`src/rtl/calc_pkg.sv`:
```
// Shared constants for the calculator front end: opcodes, key types and
// the key-sequencer state encoding.
package calc_pkg;

  localparam logic [1:0] OP_ADD = 2'b00;
  localparam logic [1:0] OP_SUB = 2'b01;
  localparam logic [1:0] OP_AND = 2'b10;
  localparam logic [1:0] OP_OR  = 2'b11;

  localparam logic [1:0] KEY_DIGIT = 2'b00;
  localparam logic [1:0] KEY_OP    = 2'b01;
  localparam logic [1:0] KEY_EQ    = 2'b10;
  localparam logic [1:0] KEY_CLR   = 2'b11;

  typedef enum logic [2:0] {
    S_IDLE = 3'd0,
    S_A    = 3'd1,
    S_OP   = 3'd2,
    S_B    = 3'd3,
    S_EXEC = 3'd4,
    S_DONE = 3'd5
  } state_t;

endpackage

```
`src/rtl/calc_key_sequencer.sv`:
```
// Key-event sequencer in front of the combinational calculator: builds
// operands and opcode from a key stream and registers the returned result.
module calc_key_sequencer
  import calc_pkg::*;
#(
  parameter int W   = 4,
  parameter int OPW = 2
) (
  input  logic           clk,
  input  logic           rst_n,
  input  logic           key_valid,
  output logic           key_ready,
  input  logic [1:0]     key_type,
  input  logic [W-1:0]   key_data,
  output logic [W-1:0]   calc_a,
  output logic [W-1:0]   calc_b,
  output logic [OPW-1:0] calc_op,
  input  logic [W-1:0]   calc_result,
  output logic [W-1:0]   result,
  output logic           result_valid,
  output logic           key_err
);

  state_t state, state_nxt;

  logic           accept;
  logic           is_digit, is_op, is_eq, is_clr;
  logic           do_clr, do_err, do_exec;
  logic           ld_a, ld_b, ld_op, ld_pend;
  logic [OPW-1:0] pend_op;
  logic           pend_flag;

  assign accept   = key_valid && key_ready;
  assign is_digit = (key_type == KEY_DIGIT);
  assign is_op    = (key_type == KEY_OP);
  assign is_eq    = (key_type == KEY_EQ);
  assign is_clr   = (key_type == KEY_CLR);

  always_ff @(posedge clk) begin
    if (!rst_n) begin
      state <= S_IDLE;
    end else begin
      state <= state_nxt;
    end
  end

  // S_EXEC always leaves after one cycle; elsewhere only an accepted key moves us.
  always_comb begin
    state_nxt = state;
    if (state == S_EXEC) begin
      state_nxt = pend_flag ? S_OP : S_DONE;
    end else if (accept) begin
      if (is_clr) begin
        state_nxt = S_IDLE;
      end else begin
        case (state)
          S_IDLE:  if (is_digit) state_nxt = S_A;
          S_A:     if (is_op) state_nxt = S_OP;
          S_OP:    if (is_digit) state_nxt = S_B;
          S_B:     if (is_op || is_eq) state_nxt = S_EXEC;
          S_DONE: begin
            if (is_digit)      state_nxt = S_A;
            else if (is_op)    state_nxt = S_OP;
            else if (is_eq)    state_nxt = S_EXEC;
          end
          default: state_nxt = S_IDLE;
        endcase
      end
    end
  end

  always_comb begin
    key_ready = (state != S_EXEC);
    do_exec   = (state == S_EXEC);
    do_clr    = 1'b0;
    do_err    = 1'b0;
    ld_a      = 1'b0;
    ld_b      = 1'b0;
    ld_op     = 1'b0;
    ld_pend   = 1'b0;
    if (accept) begin
      do_clr = is_clr;
      case (state)
        S_IDLE: begin
          ld_a   = is_digit;
          do_err = is_op || is_eq;
        end
        S_A: begin
          ld_a   = is_digit;
          ld_op  = is_op;
          do_err = is_eq;
        end
        S_OP: begin
          ld_b   = is_digit;
          ld_op  = is_op;
          do_err = is_eq;
        end
        S_B: begin
          ld_b    = is_digit;
          ld_pend = is_op;
        end
        S_DONE: begin
          ld_a  = is_digit;
          ld_op = is_op;
        end
        default: ;
      endcase
    end
  end

  // An operator ending operand B is parked in pend_op until the result lands in A.
  always_ff @(posedge clk) begin
    if (!rst_n) begin
      calc_a       <= '0;
      calc_b       <= '0;
      calc_op      <= '0;
      result       <= '0;
      result_valid <= 1'b0;
      key_err      <= 1'b0;
      pend_op      <= '0;
      pend_flag    <= 1'b0;
    end else begin
      result_valid <= do_exec;
      key_err      <= do_err;
      if (do_clr) begin
        calc_a    <= '0;
        calc_b    <= '0;
        calc_op   <= '0;
        result    <= '0;
        pend_op   <= '0;
        pend_flag <= 1'b0;
      end else if (do_exec) begin
        result <= calc_result;
        calc_a <= calc_result;
        if (pend_flag) begin
          calc_op   <= pend_op;
          pend_flag <= 1'b0;
        end
      end else begin
        if (ld_a)  calc_a  <= key_data;
        if (ld_b)  calc_b  <= key_data;
        if (ld_op) calc_op <= key_data[OPW-1:0];
        if (ld_pend) begin
          pend_op   <= key_data[OPW-1:0];
          pend_flag <= 1'b1;
        end
      end
    end
  end

endmodule

```
`config.mk`:
```
export PLATFORM = sky130hd
export DESIGN_NAME = calc_key_sequencer
export DESIGN_NICKNAME = d
export VERILOG_FILES = /design/src/rtl/calc_pkg.sv /design/src/rtl/calc_key_sequencer.sv
export SDC_FILE = /design/constraint.sdc
export NUM_CORES = 1
export LEC_CHECK = 0
export CORE_MARGIN = 2
export CORE_UTILIZATION = 30
export CTS_CLUSTER_DIAMETER = 50
export DETAILED_ROUTE_END_ITERATION = 10
export GPL_ROUTABILITY_DRIVEN = 0
export PLACE_DENSITY_LB_ADDON = 0.3
export SETUP_SLACK_MARGIN = 0.02
export SLEW_MARGIN = 10
export SYNTH_ARGS = -nofsm -noshare
export SYNTH_HDL_FRONTEND = slang
export SYNTH_SLANG_ARGS = --single-unit
```
`constraint.sdc`:
```
create_clock -name clk -period 3.1 [get_ports clk]
set_input_delay 0.62 -clock clk [delete_from_list [all_inputs] [get_ports clk]]
set_output_delay 0.62 -clock clk [all_outputs]
set_load 0.01 [all_outputs]
```
==> impl_metrics.prom <==
# TYPE chip_impl_metric gauge
chip_impl_metric{name="placement_rows",unit=""} 22
chip_impl_metric{name="stdcell_area",unit="um2"} 1510
chip_impl_info{name="post-synth-top-count-cell",value="sky130_fd_sc_hd__dfxtp_1"} 1
chip_impl_metric{name="remaining_global_route_overflow",unit=""} 0
chip_impl_metric{name="timing.setup.tns",unit="ns"} 0
chip_impl_metric{name="diodes",unit=""} 0
chip_impl_metric{name="die_w",unit="um"} 65.8
chip_impl_info{name="critPathLaunch",value="state[1]"} 1
chip_impl_metric{name="timing.critical_path.arrival",unit="ns"} 1.84
chip_impl_metric{name="p_leak",unit="uW"} 0.000584
chip_impl_metric{name="tritoncts_num_sinks",unit=""} 22
chip_impl_metric{name="maxCapViolCount",unit=""} 0
chip_impl_info{name="rsz0062_at_grt",value="false"} 1
chip_impl_info{name="run_status",value="finished clean"} 1
chip_impl_metric{name="floorplan.initialDensity",unit=""} 0.313
chip_impl_info{name="critical_path.slowest_cell",value="sky130_fd_sc_hd__dfxtp_1"} 1
chip_impl_info{name="synth_top_cell_by_area",value="sky130_fd_sc_hd__dfxtp_1"} 1
chip_impl_metric{name="coreArea",unit="um2"} 3660
chip_impl_metric{name="first_global_vias",unit=""} 910
chip_impl_metric{name="synth_compound_area_frac",unit=""} 0.182
chip_impl_metric{name="synthesis.area",unit="um2"} 1150
chip_impl_metric{name="post-synth-top-area-fraction",unit=""} 0.384
chip_impl_metric{name="detailroute.via_count",unit=""} 991
chip_impl_metric{name="finalNetCount",unit=""} 173
chip_impl_metric{name="drt_first_iter_violations",unit=""} 45
chip_impl_metric{name="maxSlewViolCount",unit=""} 0
chip_impl_metric{name="max_freq",unit="GHz"} 0.407
chip_impl_metric{name="max_stage_delay",unit="ns"} 0.60
chip_impl_info{name="synth_area_leaders",value="sky130_fd_sc_hd__dfxtp_1, sky130_fd_sc_hd__mux2i_1, sky130_fd_sc_hd__ha_1"} 1
chip_impl_metric{name="synth_sequential_area_ratio",unit=""} 0.384
chip_impl_metric{name="grtUsageTotal",unit=""} 0.122
chip_impl_info{name="clock_tree_from_tritoncts",value="built"} 1
chip_impl_metric{name="clk_pin_slew",unit="ns"} 0.08
chip_impl_metric{name="detailedRoute.firstPassIterationCount",unit=""} 4
chip_impl_metric{name="fin_worst_hold_slack",unit="ns"} 0.462
chip_impl_info{name="critical_path.cell_chain",value="nor2_2 -> and2_4 -> inv_8 -> clkdlybuf4s50_1"} 1
chip_impl_metric{name="power_density_relative_to_cell_area",unit="nW/um2"} 770
chip_impl_metric{name="yosys_register_bits",unit=""} 22
chip_impl_metric{name="number_of_enable_type_register_cells_in_the_synthesized_netlist",unit=""} 0
chip_impl_metric{name="cts_buffer_depth",unit=""} 2
chip_impl_metric{name="port-buffer-count",unit=""} 29
chip_impl_metric{name="timing.final.hold_violations",unit=""} 0
chip_impl_metric{name="grt_max_degree",unit=""} 18
chip_impl_metric{name="period_utilisation_layout",unit=""} 0.794
chip_impl_metric{name="die_height",unit="um"} 65.8
chip_impl_info{name="crit_path_end_kind",value="output pin"} 1
chip_impl_info{name="timing.hold.worst.start",value="result[3]"} 1
chip_impl_info{name="min_path_type",value="reg -> reg"} 1
chip_impl_metric{name="fillerInstances",unit=""} 367
chip_impl_metric{name="synthDistinctLibCells",unit=""} 39
chip_impl_info{name="reg2reg_from",value="state[1]"} 1
chip_impl_metric{name="critical_path_required",unit="ns"} 2.48
chip_impl_metric{name="cts-buffers-inserted",unit=""} 3
chip_impl_metric{name="synthesis.yosys.warnings",unit=""} 0
chip_impl_metric{name="areaGrowthSynthToFinish",unit="%"} 31.5
chip_impl_metric{name="hpwl",unit="mm"} 1.92
chip_impl_metric{name="syn-instance-count",unit=""} 127
chip_impl_metric{name="fin_skew",unit="ns"} 0.00132
chip_impl_info{name="setup.worst_path.class",value="reg -> out"} 1
chip_impl_metric{name="wl_per_cell",unit="um"} 12.4
chip_impl_info{name="synth_ff_type",value="sky130_fd_sc_hd__dfxtp_1"} 1
chip_impl_metric{name="synth_async_sr_flop_share",unit=""} 0
chip_impl_metric{name="first_pass_grt_wire_length",unit="mm"} 4.20
chip_impl_metric{name="share_of_the_core_filled_with_cells",unit=""} 0.412
chip_impl_metric{name="yosys.area_share.adder",unit=""} 0.0545
chip_impl_info{name="cp-start-kind",value="flop"} 1
chip_impl_metric{name="wirelength",unit="mm"} 2.51
chip_impl_metric{name="share_of_cells_above_drive_strength_1",unit=""} 0.0714
chip_impl_metric{name="critPathMaxFanout",unit=""} 14
chip_impl_info{name="most_common_library_cells_after_synthesis",value="sky130_fd_sc_hd__dfxtp_1, sky130_fd_sc_hd__nand2_1, sky130_fd_sc_hd__nor2_1"} 1
chip_impl_metric{name="postCtsSetupRepairBufs",unit=""} 0
chip_impl_metric{name="synth_fp_nets",unit=""} 145
chip_impl_info{name="cts.root.buffer_cell",value="sky130_fd_sc_hd__clkbuf_8"} 1
chip_impl_metric{name="timing_worst_slew_pin_value",unit="ns"} 0.445
chip_impl_metric{name="final_critical_path_required_period",unit="ns"} 2.46
chip_impl_metric{name="post_layout_nonfiller_instances",unit=""} 202
chip_impl_metric{name="drc",unit=""} 0
chip_impl_metric{name="clk-insertion-delay-late",unit="ns"} 0.26
chip_impl_metric{name="synthesis.area_per_instance",unit="um2"} 9.03
chip_impl_metric{name="postCtsHoldBufs",unit=""} 0
chip_impl_metric{name="routed_via_density",unit=""} 4.91
chip_impl_metric{name="grt_antenna_before_repair",unit=""} 0
chip_impl_metric{name="ctsHtreeMaxLevel",unit=""} 1
chip_impl_metric{name="vdd.ir_drop.worst",unit="uV"} 217
chip_impl_metric{name="post_synth_xor_area_fraction",unit=""} 0
chip_impl_metric{name="ant_nets",unit=""} 0
chip_impl_metric{name="slew_headroom",unit=""} 0.703
chip_impl_metric{name="dp_cells",unit=""} 198
chip_impl_metric{name="synth_simple_gate_area_share",unit=""} 0.233
chip_impl_metric{name="ioPinCount",unit=""} 30
chip_impl_metric{name="cts_repair_resize_count",unit=""} 0
chip_impl_info{name="synth_top_family_by_area",value="simple AND/OR/NAND/NOR gates"} 1
chip_impl_metric{name="floorplan.die_area",unit="um2"} 4330
chip_impl_metric{name="placedInstanceArea",unit="um2"} 1440
chip_impl_metric{name="synth.area.mux_share",unit=""} 0.0709
chip_impl_metric{name="report.final.setup_viol",unit=""} 0
## layout by cell type (no fill, tap or decap), types with 2 or more instances in the layout
cell type	count
sky130_fd_sc_hd__a311oi_1	2
sky130_fd_sc_hd__nor2b_1	3
sky130_fd_sc_hd__o221ai_1	2
sky130_fd_sc_hd__nor2_1	13
sky130_fd_sc_hd__and2_1	2
sky130_fd_sc_hd__nand3b_1	2
sky130_fd_sc_hd__mux2i_1	7
sky130_fd_sc_hd__nand2_1	15
sky130_fd_sc_hd__o311a_1	3
sky130_fd_sc_hd__dfxtp_1	22
sky130_fd_sc_hd__nand2_2	2
sky130_fd_sc_hd__a211oi_1	4
sky130_fd_sc_hd__ha_1	5
sky130_fd_sc_hd__clkdlybuf4s50_1	29
sky130_fd_sc_hd__o21ai_0	2
sky130_fd_sc_hd__nand3_1	2
sky130_fd_sc_hd__a21oi_1	8
sky130_fd_sc_hd__o21bai_1	3
sky130_fd_sc_hd__and3_1	2
sky130_fd_sc_hd__clkbuf_8	3
sky130_fd_sc_hd__inv_1	4
sky130_fd_sc_hd__nor3_1	2
sky130_fd_sc_hd__a31oi_1	2
## sequential cells by signal, summed over array words and instances (netlist names)
register	flops
calc_a	4
calc_b	4
result	4
state	3
calc_op	2
pend_op	2
key_err	1
pend_flag	1
result_valid	1
## layout make-up
type                    count  area [um2]  area share
multi-input cells          94         621       0.411
repair buffers             29         290       0.192
flip-flops and latches     22         440       0.292
clock inverters             1        30.0      0.0199
well taps                  48        60.1      0.0398
clock buffers               3        41.3      0.0274
inverters                   5        26.3      0.0174
## critical path: cells and delay by family, from the launching register on
family | cells | cell delay, ns
buf+inv | 2 | 0.64
flops | 1 | 0.60
simple gates | 2 | 0.33
## power breakdown
group | switching, uW | internal [uW]
clock | 92.3 | 172
combinational | 235 | 237
sequential | 83.1 | 342
total | 410 | 752
## cells by family (layout without fill, tap and decap cells)
group	after synthesis	count (layout)
flops	22	22
mux	8	8
buf+inv	11	38
simple gates	52	52
compound gates	29	29
fa+ha+maj	5	5
## per-layer routing
layer	track usage	wire length (um)	up-vias	part of all wire
met5	0	0	-	0
li1	-	-	503	-
met4	0.0391	23	0	0.0092
met3	0.0153	74	2	0.029
met2	0.213	1310	23	0.52
met1	0.154	1100	463	0.44
## path summary, 6_finish.rpt
| path | to | slack, ns | depth (start not counted) |
|---|---|---|---|
| hold / removal | result[3] | 0.46 | 2 |
| setup / recovery | key_ready | 0.64 | 4 |
| setup reg to reg | state[0] | 1.34 | 5 |
| hold reg to reg | result[3] | 0.46 | 2 |
## metrics by stage
| stage | setup slack, ns | total power, uW |
|---|---|---|
| detailed placement | 0.415 | 905 |
| CTS | 0.644 | 1170 |
| finish | 0.640 | 1160 |
| global placement | 0.518 | 888 |
| floorplan | 1.12 | 785 |
| global route | 0.540 | 1250 |
No activity file was read; power rests on OpenSTA's default activity.
